### config.mk
export PLATFORM = sky130hd
export DESIGN_NAME = mem_fetch_ctrl
export DESIGN_NICKNAME = d
export VERILOG_FILES = /design/src/rtl/mem_fetch_ctrl_pkg.sv /design/src/rtl/mem_fetch_ctrl_skid_fifo2.sv /design/src/rtl/mem_fetch_ctrl.sv
export SDC_FILE = /design/constraint.sdc
export NUM_CORES = 1
export LEC_CHECK = 0
export CAP_MARGIN = 30
export CORE_ASPECT_RATIO = 1.75
export CORE_UTILIZATION = 30
export DETAILED_ROUTE_END_ITERATION = 10
export GPL_TIMING_DRIVEN = 0
export PLACE_DENSITY = 0.45
export SLEW_MARGIN = 20
export SYNTH_ARGS = -nofsm -noshare
export SYNTH_HDL_FRONTEND = slang
export SYNTH_HIERARCHICAL = 1
export SYNTH_SLANG_ARGS = --single-unit
### constraint.sdc
create_clock -name clk -period 4.6 [get_ports clk]
set_input_delay 0.92 -clock clk [delete_from_list [all_inputs] [get_ports clk]]
set_output_delay 0.92 -clock clk [all_outputs]
set_load 0.01 [all_outputs]
### src/rtl/mem_fetch_ctrl_pkg.sv
// mem_fetch_ctrl_pkg
// Shared definitions for the image-memory fetch controller: geometry
// defaults, bus widths and the controller state encoding.
package mem_fetch_ctrl_pkg;

  localparam int MAX_ROW_DEF = 540;
  localparam int MAX_COL_DEF = 540;

  localparam int ADDR_W = 19;  // image BRAM address
  localparam int BUF_AW = 11;  // line-buffer address
  localparam int LEN_W  = 20;  // request length / issue / accept counters
  localparam int ROW_W  = 10;  // image row counter
  localparam int PIX_W  = 8;   // pixel width

  typedef enum logic [1:0] {
    ST_IDLE  = 2'd0,
    ST_READ  = 2'd1,
    ST_DRAIN = 2'd2,
    ST_HOLD  = 2'd3
  } state_e;

endpackage

### src/rtl/mem_fetch_ctrl_skid_fifo2.sv
// skid_fifo2
// Two-entry FIFO between the BRAM read data and the mode-1 pixel stream.
// Ports:
//   clk, rst_n                  clock, async active-low reset
//   flush                       synchronous clear of all entries
//   in_valid/in_ready/in_data   write side
//   out_valid/out_ready/out_data read side (head held while stalled)
//   count                       current occupancy 0..2
module skid_fifo2
  import mem_fetch_ctrl_pkg::*;
#(
  parameter int W = PIX_W
) (
  input  logic         clk,
  input  logic         rst_n,
  input  logic         flush,
  input  logic         in_valid,
  output logic         in_ready,
  input  logic [W-1:0] in_data,
  output logic         out_valid,
  input  logic         out_ready,
  output logic [W-1:0] out_data,
  output logic [1:0]   count
);

  logic [W-1:0] mem [2];
  logic         rd_ptr;
  logic         wr_ptr;
  logic [1:0]   cnt;
  logic         push;
  logic         pop;

  assign in_ready  = (cnt != 2'd2);
  assign out_valid = (cnt != 2'd0);
  assign out_data  = mem[rd_ptr];
  assign count     = cnt;
  assign push      = in_valid & in_ready;
  assign pop       = out_valid & out_ready;

  always_ff @(posedge clk) begin
    if (push) mem[wr_ptr] <= in_data;
  end

  always_ff @(posedge clk or negedge rst_n) begin
    if (!rst_n) begin
      rd_ptr <= 1'b0;
      wr_ptr <= 1'b0;
      cnt    <= 2'd0;
    end else if (flush) begin
      rd_ptr <= 1'b0;
      wr_ptr <= 1'b0;
      cnt    <= 2'd0;
    end else begin
      if (push) wr_ptr <= ~wr_ptr;
      if (pop)  rd_ptr <= ~rd_ptr;
      case ({push, pop})
        2'b10:   cnt <= cnt + 2'd1;
        2'b01:   cnt <= cnt - 2'd1;
        default: cnt <= cnt;
      endcase
    end
  end

endmodule

### src/rtl/mem_fetch_ctrl.sv
// mem_fetch_ctrl
// Reads the image BRAM either as a whole-image pixel stream (mode 1) or as
// a fetch of consecutive pixels starting at the current image row into the
// line buffer (mode 2).
// Ports:
//   clk, rst_n                          clock, async active-low reset
//   mode1_run_i, fetch_run_i, cnt_len_i request controls and length
//   is_mode2_i                          low clears the row counter
//   bram_en_o, bram_addr_o, bram_rdata_i image BRAM read (1-cycle latency)
//   buf_we_o, buf_addr_o, buf_wdata_o   line-buffer write
//   pix_valid_o, pix_ready_i, pix_data_o mode-1 stream
//   fetch_done_o, mode1_done_o          completion pulses
//   cnt_img_row_o                       current image row
//
// state    | meaning
// ---------+------------------------------------------------------
// ST_IDLE  | waiting for a run request
// ST_READ  | issuing BRAM reads
// ST_DRAIN | all reads issued, waiting for last write/transfer
// ST_HOLD  | request finished, waiting for the run input to drop
module mem_fetch_ctrl
  import mem_fetch_ctrl_pkg::*;
#(
  parameter int MAX_ROW = MAX_ROW_DEF,
  parameter int MAX_COL = MAX_COL_DEF
) (
  input  logic              clk,
  input  logic              rst_n,
  input  logic              mode1_run_i,
  input  logic              fetch_run_i,
  input  logic [LEN_W-1:0]  cnt_len_i,
  input  logic              is_mode2_i,
  output logic              bram_en_o,
  output logic [ADDR_W-1:0] bram_addr_o,
  input  logic [PIX_W-1:0]  bram_rdata_i,
  output logic              buf_we_o,
  output logic [BUF_AW-1:0] buf_addr_o,
  output logic [PIX_W-1:0]  buf_wdata_o,
  output logic              pix_valid_o,
  input  logic              pix_ready_i,
  output logic [PIX_W-1:0]  pix_data_o,
  output logic              fetch_done_o,
  output logic              mode1_done_o,
  output logic [ROW_W-1:0]  cnt_img_row_o
);

  state_e            state;
  logic [LEN_W-1:0]  len_q;
  logic [LEN_W-1:0]  issue_cnt;
  logic [LEN_W-1:0]  accept_cnt;
  logic              mode1_q;
  logic              rd_pend;
  logic              done_q;
  logic [ADDR_W-1:0] row_base;
  logic [ROW_W-1:0]  img_row;

  logic              run_act;
  logic              abort;
  logic              credit;
  logic              issue;
  logic              last_issue;
  logic              wr_fire;
  logic              xfer;
  logic              acc;
  logic              last_acc;
  logic              done_set;
  logic              fifo_push;
  logic              fifo_in_ready;
  logic              fifo_valid;
  logic [PIX_W-1:0]  fifo_data;
  logic [1:0]        fifo_cnt;

  assign run_act = mode1_q ? mode1_run_i : fetch_run_i;
  assign abort   = ((state == ST_READ) || (state == ST_DRAIN)) && !run_act;

  // Mode 1 only issues when the returning word is guaranteed a FIFO slot.
  assign credit     = (fifo_cnt == 2'd0) || ((fifo_cnt == 2'd1) && !rd_pend);
  assign issue      = (state == ST_READ) && run_act && (issue_cnt < len_q) &&
                      (!mode1_q || credit);
  assign last_issue = issue && (issue_cnt == len_q - 20'd1);

  // Data returning during an abort cycle is dropped.
  assign wr_fire   = rd_pend && !mode1_q && !abort;
  assign fifo_push = rd_pend && mode1_q && !abort && fifo_in_ready;
  assign xfer      = fifo_valid && pix_ready_i;
  assign acc       = mode1_q ? xfer : wr_fire;
  assign last_acc  = acc && (accept_cnt == len_q - 20'd1);
  assign done_set  = !abort && (((state == ST_READ) && (len_q == '0)) ||
                                ((state == ST_DRAIN) && last_acc));

  assign bram_en_o   = issue;
  assign bram_addr_o = !issue ? '0 :
                       mode1_q ? issue_cnt[ADDR_W-1:0] :
                                 row_base + issue_cnt[ADDR_W-1:0];
  assign buf_we_o    = wr_fire;
  assign buf_addr_o  = wr_fire ? accept_cnt[BUF_AW-1:0] : '0;
  assign buf_wdata_o = wr_fire ? bram_rdata_i : '0;
  assign pix_valid_o = fifo_valid;
  assign pix_data_o  = fifo_valid ? fifo_data : '0;
  assign fetch_done_o  = done_q && !mode1_q;
  assign mode1_done_o  = done_q && mode1_q;
  assign cnt_img_row_o = img_row;

  skid_fifo2 #(.W(PIX_W)) u_fifo (
    .clk       (clk),
    .rst_n     (rst_n),
    .flush     (abort),
    .in_valid  (fifo_push),
    .in_ready  (fifo_in_ready),
    .in_data   (bram_rdata_i),
    .out_valid (fifo_valid),
    .out_ready (pix_ready_i),
    .out_data  (fifo_data),
    .count     (fifo_cnt)
  );

  always_ff @(posedge clk or negedge rst_n) begin
    if (!rst_n) begin
      state      <= ST_IDLE;
      len_q      <= '0;
      issue_cnt  <= '0;
      accept_cnt <= '0;
      mode1_q    <= 1'b0;
      rd_pend    <= 1'b0;
      done_q     <= 1'b0;
    end else begin
      done_q  <= done_set;
      rd_pend <= issue;
      if (issue) issue_cnt  <= issue_cnt + 20'd1;
      if (acc)   accept_cnt <= accept_cnt + 20'd1;
      case (state)
        ST_IDLE: begin
          if (mode1_run_i || fetch_run_i) begin
            len_q      <= cnt_len_i;
            issue_cnt  <= '0;
            accept_cnt <= '0;
            mode1_q    <= mode1_run_i;
            state      <= ST_READ;
          end
        end
        ST_READ: begin
          if (abort)               state <= ST_IDLE;
          else if (len_q == '0)    state <= ST_HOLD;
          else if (last_issue)     state <= ST_DRAIN;
        end
        ST_DRAIN: begin
          if (abort)               state <= ST_IDLE;
          else if (last_acc)       state <= ST_HOLD;
        end
        ST_HOLD: begin
          if (!run_act)            state <= ST_IDLE;
        end
        default:                   state <= ST_IDLE;
      endcase
    end
  end

  // row_base tracks img_row*MAX_COL incrementally.
  always_ff @(posedge clk or negedge rst_n) begin
    if (!rst_n) begin
      img_row  <= '0;
      row_base <= '0;
    end else if (!is_mode2_i) begin
      img_row  <= '0;
      row_base <= '0;
    end else if (done_set && !mode1_q && (img_row != ROW_W'(MAX_ROW - 1))) begin
      img_row  <= img_row + 10'd1;
      row_base <= row_base + ADDR_W'(MAX_COL);
    end
  end

endmodule

==> results.json, run 1 <==
{
  "cts-hold-fix-buffers": 0,
  "worst_slack_ns": 0.1559,
  "placed_area_mm2": 0.009766,
  "antenna_found_initial": 0,
  "synth-seq-cells": 112,
  "grt.overflow.total": 0,
  "slew-limit-headroom_pct": 45.63,
  "cts.htree.levels": 3,
  "top_usage_layer": "met2",
  "drc": 0,
  "wl_per_cell_um": 19.23,
  "cts_root_buffer": "clkbuf_16",
  "die_x_um": 127.9,
  "wl_um": 27320,
  "viasPerCell": 5.042,
  "ff2ff_setup_slack_ns": 0.21,
  "synth_ff_type": "dfrtp_1",
  "syn-cell-area_mm2": 0.008327,
  "final_common_cell": "dfrtp_1",
  "crit_path_start_kind": "input pin",
  "worst_slew_pin_slew_ns": 0.8081,
  "rsz0062_at_grt": "no",
  "final_area_mm2": 0.01022,
  "worst_path_max_delay_cell": "or4b_2",
  "rows": 80,
  "core_mm2": 0.02723,
  "grt_max_degree": 56,
  "ant_nets": 0,
  "fin_cells": 1421,
  "worstPathMaxFanout": 10,
  "grt_util_all_layers_pct": 19.86,
  "critPathCaptureType": "flip-flop",
  "grt_use_met2_pct": 39.34,
  "skew_ns": 0.01017,
  "met1_usage_pct": 19.55,
  "grt_pass1_vias": 7335,
  "ff_latch_area_mm2": 0.002885,
  "finalHoldViolCount": 0,
  "dpl_worst_slack_ns": -1.459,
  "yosysUniqueCellTypes": 68,
  "clock.fmax_mhz": 225.0,
  "avgSynthCellArea_um2": 8.868,
  "io_pins": 95,
  "fillers": 2889,
  "p_total_mw": 4.433,
  "final-max-slew-violation-count": 0,
  "synth-warning-count": 6,
  "numCtsBuffers": 9,
  "grt_pass1_wl_um": 41790,
  "numPortBuffers": 94,
  "drt_iter0_markers": 260,
  "start_util_pct": 30.58,
  "r2r_end": "row_base[17]",
  "finalNetCount": 1129,
  "multi_input_area_mm2": 0.005192,
  "min_period_over_period_pct": 96.61,
  "synth-seq-area-share_pct": 34.62,
  "synth_edf_count": 16,
  "slowest_delay_ns": 0.72,
  "area_growth_pct": 22.73,
  "drv_cap": 0,
  "first_pass_iters": 4,
  "p_leak_nw": 4.151,
  "path_cells": "clkdlybuf4s50_1, nand3_1, o21ai_1, buf_4, or4b_2, nor4bb_2, nand4_2, and2_4, buf_6, buf_8, nor4_1, mux2i_1",
  "insertion_delay_ns": 0.39,
  "worstRegToRegCells": 12,
  "antenna_cells": 0,
  "cts_tree": "built",
  "die_area_mm2": 0.02845,
  "vias": 7164,
  "synth_fp_nets": 1021,
  "dp_hpwl_um": 21720,
  "die_h_um": 222.4,
  "period_needed_ns": 4.444,
  "cellPowerDensity_mw_per_mm2": 433.8,
  "path_delay_family": "simple AND/OR/NAND/NOR gates",
  "dp.cells": 1404,
  "cts.sinks": 112,
  "whs_ns": 0.4434,
  "clock_path_buffers": 2,
  "path_clk_slew_ns": 0.08,
  "arrival_ns": 4.75,
  "async_reset_ff_share_pct": 85.71,
  "path_depth": 12,
  "critPathKind": "in -> reg",
  "place_congestion": 0.8672,
  "grt.met3_usage_pct": 2.167,
  "drive_gt1_share_pct": 8.365,
  "vdd_drop_max_v": 0.0002164,
  "cp_num_buf_inv": 4,
  "holdCritPathClass": "in -> async",
  "status": "completed",
  "syn-instance-count": 939,
  "crit_required_ns": 4.91,
  "r2r_start": "len_q[0]",
  "setup_viol": 0,
  "final_cell_mix": "94 x dfrtp_1, 85 x clkdlybuf4s50_1, 84 x nand2_1"
}
logic make-up (layout without fill, tap and decap cells):
| family | after synthesis | after routing | synth area share (%) |
|---|---|---|---|
| mux | 25 | 25 | 3.140 |
| flops | 112 | 112 | 34.62 |
| simple gates | 402 | 403 | 26.73 |
| xor+xnor | 109 | 109 | 12.13 |
| fa+ha+maj | 48 | 48 | 7.213 |
| buf+inv | 83 | 195 | 4.328 |
| compound gates | 160 | 160 | 11.84 |
report_power, final:
| group | total, mW | internal, mW | switching [mW] |
|---|---|---|---|
| logic | 2.25 | 0.886 | 1.36 |
| clock network | 0.830 | 0.387 | 0.444 |
| registers | 1.36 | 1.15 | 0.203 |
state kept, by name (all words and copies together), names as in the netlist:
signal	cells
accept_cnt	20
cnt_img_row_o	10
done_q	1
issue_cnt	20
len_q	20
mode1_q	1
rd_pend	1
row_base	17
state	2
u_fifo/count	2
u_fifo/mem	16
u_fifo/rd_ptr	1
u_fifo/wr_ptr	1
cell type report:
type                            instances  share of cell area (%)
Inverter                               35                   1.286
Multi-Input combinational cell        745                   50.81
Clock buffer                            9                   2.204
Timing Repair Buffer                  101                   9.868
Buffer                                 43                   2.363
Clock inverter                          7                  0.7223
Sequential cell                       112                   28.23
Tap cell                              369                   4.518
worst max-delay path by stage:
| stage | startpoint | to | slack [ns] |
|---|---|---|---|
| 6_report | pix_ready_i | row_base[17] | 0.16 |
| 5_1_grt | fetch_run_i | bram_addr_o[12] | 0.02 |
| 2_1_floorplan | fetch_run_i | bram_addr_o[18] | 0.65 |
| 3_3_place_gp | rst_n | u_fifo/wr_ptr | -1.70 |
| 4_1_cts | mode1_run_i | bram_addr_o[8] | 0.001 |
| 3_5_place_dp | fetch_run_i | bram_addr_o[18] | -1.46 |
metrics by stage:
step | TNS (ns) | utilization [%]
floorplan | 0 | -
global placement | -193.45 | 35.74
detailed placement | -22.09 | 35.87
CTS | 0 | 37.41
global route | 0 | 37.54
finish | 0 | 37.54
Yosys cell counts (all sizes together) (9+ instances only):
master  instances  area share [%]
dfrtp          96              29
nand2          84             3.8
nor2           76             3.4
xnor2          58             6.1
o21ai          54             3.2
and2           48             3.6
ha             48             7.2
xor2           47             4.9
a21oi          45             2.7
inv            35             1.6
clkbuf         33             1.5
nand3          27             1.6
nand4          27             2.1
nor3           21             1.3
edfxtp         16             5.8
mux2i          16             1.9
and3           15             1.1
buf            15             1.3
nor4           15             1.5
nand2b         14             1.1
or3            14             1.1
or4            14             1.4
o21a           10            0.90
mux2            9             1.2
nor2b           9            0.68
layer usage:
metal / share of wire, % / wire (um)
met1: 36 / 9879
met2: 57 / 15580
met3: 2.1 / 581
met4: 4.7 / 1284
met5: 0 / 0
what timing repair did:
action                                  4_1_cts  5_1_grt
setup buffers                                 5        0
cloned                                        0        1
gates resized for setup                      30       13
pin swaps                                     6        3
endpoints found under the setup margin       21       16
Note: power is estimated with default switching activity, not from simulation.
==> run 2: changes to the inputs <==
--- a/config.mk
+++ b/config.mk
@@ -9,10 +9,8 @@
 export CORE_ASPECT_RATIO = 1.75
 export CORE_UTILIZATION = 30
 export DETAILED_ROUTE_END_ITERATION = 10
-export GPL_TIMING_DRIVEN = 0
 export PLACE_DENSITY = 0.45
 export SLEW_MARGIN = 20
 export SYNTH_ARGS = -nofsm -noshare
 export SYNTH_HDL_FRONTEND = slang
-export SYNTH_HIERARCHICAL = 1
 export SYNTH_SLANG_ARGS = --single-unit
==> run 2 against run 1 <==
Against the previous run: sequential cell count unchanged; register-to-register slack gained 0.33 ns; die area shrank 2.4%; via count decreased by 6.4%; sequential power about the same; clock power rose by 7.7%; critical path type is now reg -> out.
==> results.json, run 2 <==
{
  "synthXorXnorAreaFrac_pct": 13.05,
  "synth_largest_area_cell": "dfrtp_1",
  "worstPathMaxFanout": 3,
  "drv_cap": 0,
  "first_pass_iters": 4,
  "cts-hold-fix-buffers": 0,
  "worst_slew_pin_slew_ns": 0.7801,
  "die_area_mm2": 0.02776,
  "cts_tree": "built",
  "finalHoldViolCount": 0,
  "io_pins": 95,
  "grt.overflow.total": 0,
  "wl_um": 24150,
  "cts.htree.levels": 3,
  "wl_met2_um": 13620,
  "synth_fp_nets": 998,
  "numCtsBuffers": 9,
  "start_util_pct": 30.54,
  "final-max-slew-violation-count": 0,
  "place_congestion": 0.8569,
  "synth_top_family_by_area": "simple AND/OR/NAND/NOR gates",
  "yosysMostFrequentCell": "dfrtp_1",
  "core_mm2": 0.02659,
  "switching_share_pct": 42.07,
  "pwr-share-comb_pct": 46.2,
  "crit_path_start_kind": "flip-flop",
  "critPathKind": "reg -> out",
  "slew-limit-headroom_pct": 47.88,
  "path_clk_slew_ns": 0.08,
  "r2r_end": "cnt_img_row_o[5]",
  "synth_edf_count": 16,
  "clock.fmax_mhz": 230.6,
  "antenna_cells": 0,
  "syn-instance-count": 913,
  "drive_gt1_share_pct": 8.391,
  "crit_required_ns": 3.68,
  "drc": 0,
  "r2r_start": "len_q[0]",
  "skew_ns": 0.009456,
  "worstSetupStartpoint": "issue_cnt[3]",
  "grt_pass1_wl_um": 38570,
  "drt_iter0_markers": 251,
  "topRoutingLayerUsed": "met4",
  "synth-seq-cells": 112,
  "synth_ff_type": "dfrtp_1",
  "wl_per_cell_um": 18.06,
  "finalNetCount": 1093,
  "synth-seq-area-share_pct": 35.50,
  "rsz0062_at_grt": "no",
  "area_growth_pct": 22.23,
  "rows": 79,
  "grt_pass1_vias": 6921,
  "vdd_drop_max_v": 0.0002118,
  "p_leak_nw": 4.301,
  "holdCritPathClass": "in -> async",
  "period_needed_ns": 4.336,
  "routed-wl-met3_um": 397,
  "synth-warning-count": 0,
  "numPortBuffers": 94,
  "viasPerCell": 5.014,
  "setup_tns_ns": 0,
  "setup_viol": 0,
  "status": "completed",
  "final_common_cell": "dfrtp_1",
  "p_switching_mw": 1.762,
  "synth_compound_area_share_pct": 9.059,
  "vias": 6704,
  "insertion_delay_ns": 0.38,
  "avgSynthCellArea_um2": 8.895,
  "yosys-top-cells-count": "96 x dfrtp_1, 93 x nor2_1, 86 x nand2_1",
  "dp.cells": 1318,
  "min_period_over_period_pct": 94.26,
  "critPathCaptureType": "primary output",
  "die_x_um": 126.4,
  "synthTopCellsByArea": "dfrtp_1 30%, ha_1 7.9%, xnor2_1 6.4%",
  "synthAdderAreaFrac_pct": 7.857,
  "synthMuxAreaShare_pct": 4.375,
  "p_clk_share_pct": 21.3,
  "ant_nets": 0,
  "yosys.area_share.simple_pct": 26.16,
  "clock_path_buffers": 2,
  "fin_cells": 1337,
  "cellPowerDensity_mw_per_mm2": 421.9,
  "p_int_mw": 2.426,
  "p_seq_share_pct": 32.4,
  "grt_max_degree": 82,
  "async_reset_ff_share_pct": 85.71,
  "syn-cell-area_mm2": 0.008122,
  "grt_util_all_layers_pct": 18.48,
  "met1_length_um": 9118,
  "dp_hpwl_um": 18960,
  "cts_root_buffer": "clkbuf_16",
  "reg_top3": "accept_cnt x20, issue_cnt x20, len_q x20",
  "arrival_ns": 3.42,
  "die_h_um": 219.7,
  "worstRegToRegCells": 11,
  "cts.sinks": 112,
  "synth_top_area_share_pct": 29.58,
  "antenna_found_initial": 0,
  "ff2ff_setup_slack_ns": 0.54,
  "final_cell_mix": "95 x dfrtp_1, 92 x nor2_1, 92 x clkdlybuf4s50_1",
  "yosysUniqueCellTypes": 64
}
-- run 2: critical path, cell delays in order (launching register included) --
cell and delay (ns):
dfrtp_1 0.39, ha_1 0.34, a211oi_1 0.24, nor2_1 0.10, a41oi_2 0.30, a211oi_4 0.13
or3_1 0.40, a21oi_1 0.20, xor2_1 0.08, o21ai_0 0.16, and2_1 0.16, clkdlybuf4s50_1 0.53
-- run 2: repair_timing --
action / 4_1_cts / 5_1_grt
endpoints found under the setup margin: 2 / 7
pin swaps: 1 / 1
resized for setup: 5 / 7
buffers inserted: 0 / 3
-- run 2: worst max path at each step --
stage	endpoint	slack [ns]	cells after the start
final	bram_addr_o[15]	0.26	11
after floorplan	bram_addr_o[18]	0.99	10
after global routing	bram_addr_o[15]	0.02	11
after global placement	bram_addr_o[18]	0.27	11
after detailed placement	bram_addr_o[18]	0.27	11
after CTS	bram_addr_o[18]	0.02	11
-- run 2: per-layer routing --
metal  vias to the layer above  GRT usage, %
met2                        80         36.37
met5                         -             0
met1                      3204         18.70
met4                         0         9.478
li1                       3382             -
met3                        38         2.452
-- run 2: power groups by stage --
| stage | sequential [mW] | combinational (mW) | clock [mW] |
|---|---|---|---|
| 2_1_floorplan | 1.29 | 1.30 | 0 |
| 3_3_place_gp | 1.38 | 1.96 | 0 |
| 3_5_place_dp | 1.38 | 1.95 | 0 |
| 4_1_cts | 1.36 | 1.96 | 0.926 |
| 5_1_grt | 1.39 | 2.14 | 0.955 |
| 6_report | 1.36 | 1.94 | 0.894 |
-- run 2: logic make-up after synthesis --
| kind of cell | count (synthesis) |
|---|---|
| xor gates and xnor gates | 110 |
| and+or+nand+nor | 403 |
| DFF | 112 |
| muxes | 35 |
| AOI/OAI and AO/OA | 119 |
| adders and majority gates | 51 |
| buffers and inverters | 83 |
-- run 2: area by class of cell --
type                       count  area [um^2]
clock buffer                   9        225.2
clock inverter                 7        93.84
sequential                   112         2884
tap                          324        405.4
fill                        2754        16660
inverter                      39        150.1
timing repair buffer         128         1209
multi-input combinational    718         4960
-- run 2: stage by stage --
step	utilization, %	hold slack, ns	setup WS, ns	instance area (um^2)	total power, mW
after global placement	35.88	0.5373	0.2738	9539	3.334
after detailed placement	35.88	0.5512	0.2667	9539	3.331
after floorplan	-	0.5195	0.9864	8122	2.594
after global routing	37.33	0.4788	0.01921	9927	4.480
after CTS	37.16	0.4612	0.02345	9879	4.247
final	37.33	0.4590	0.2642	9927	4.188
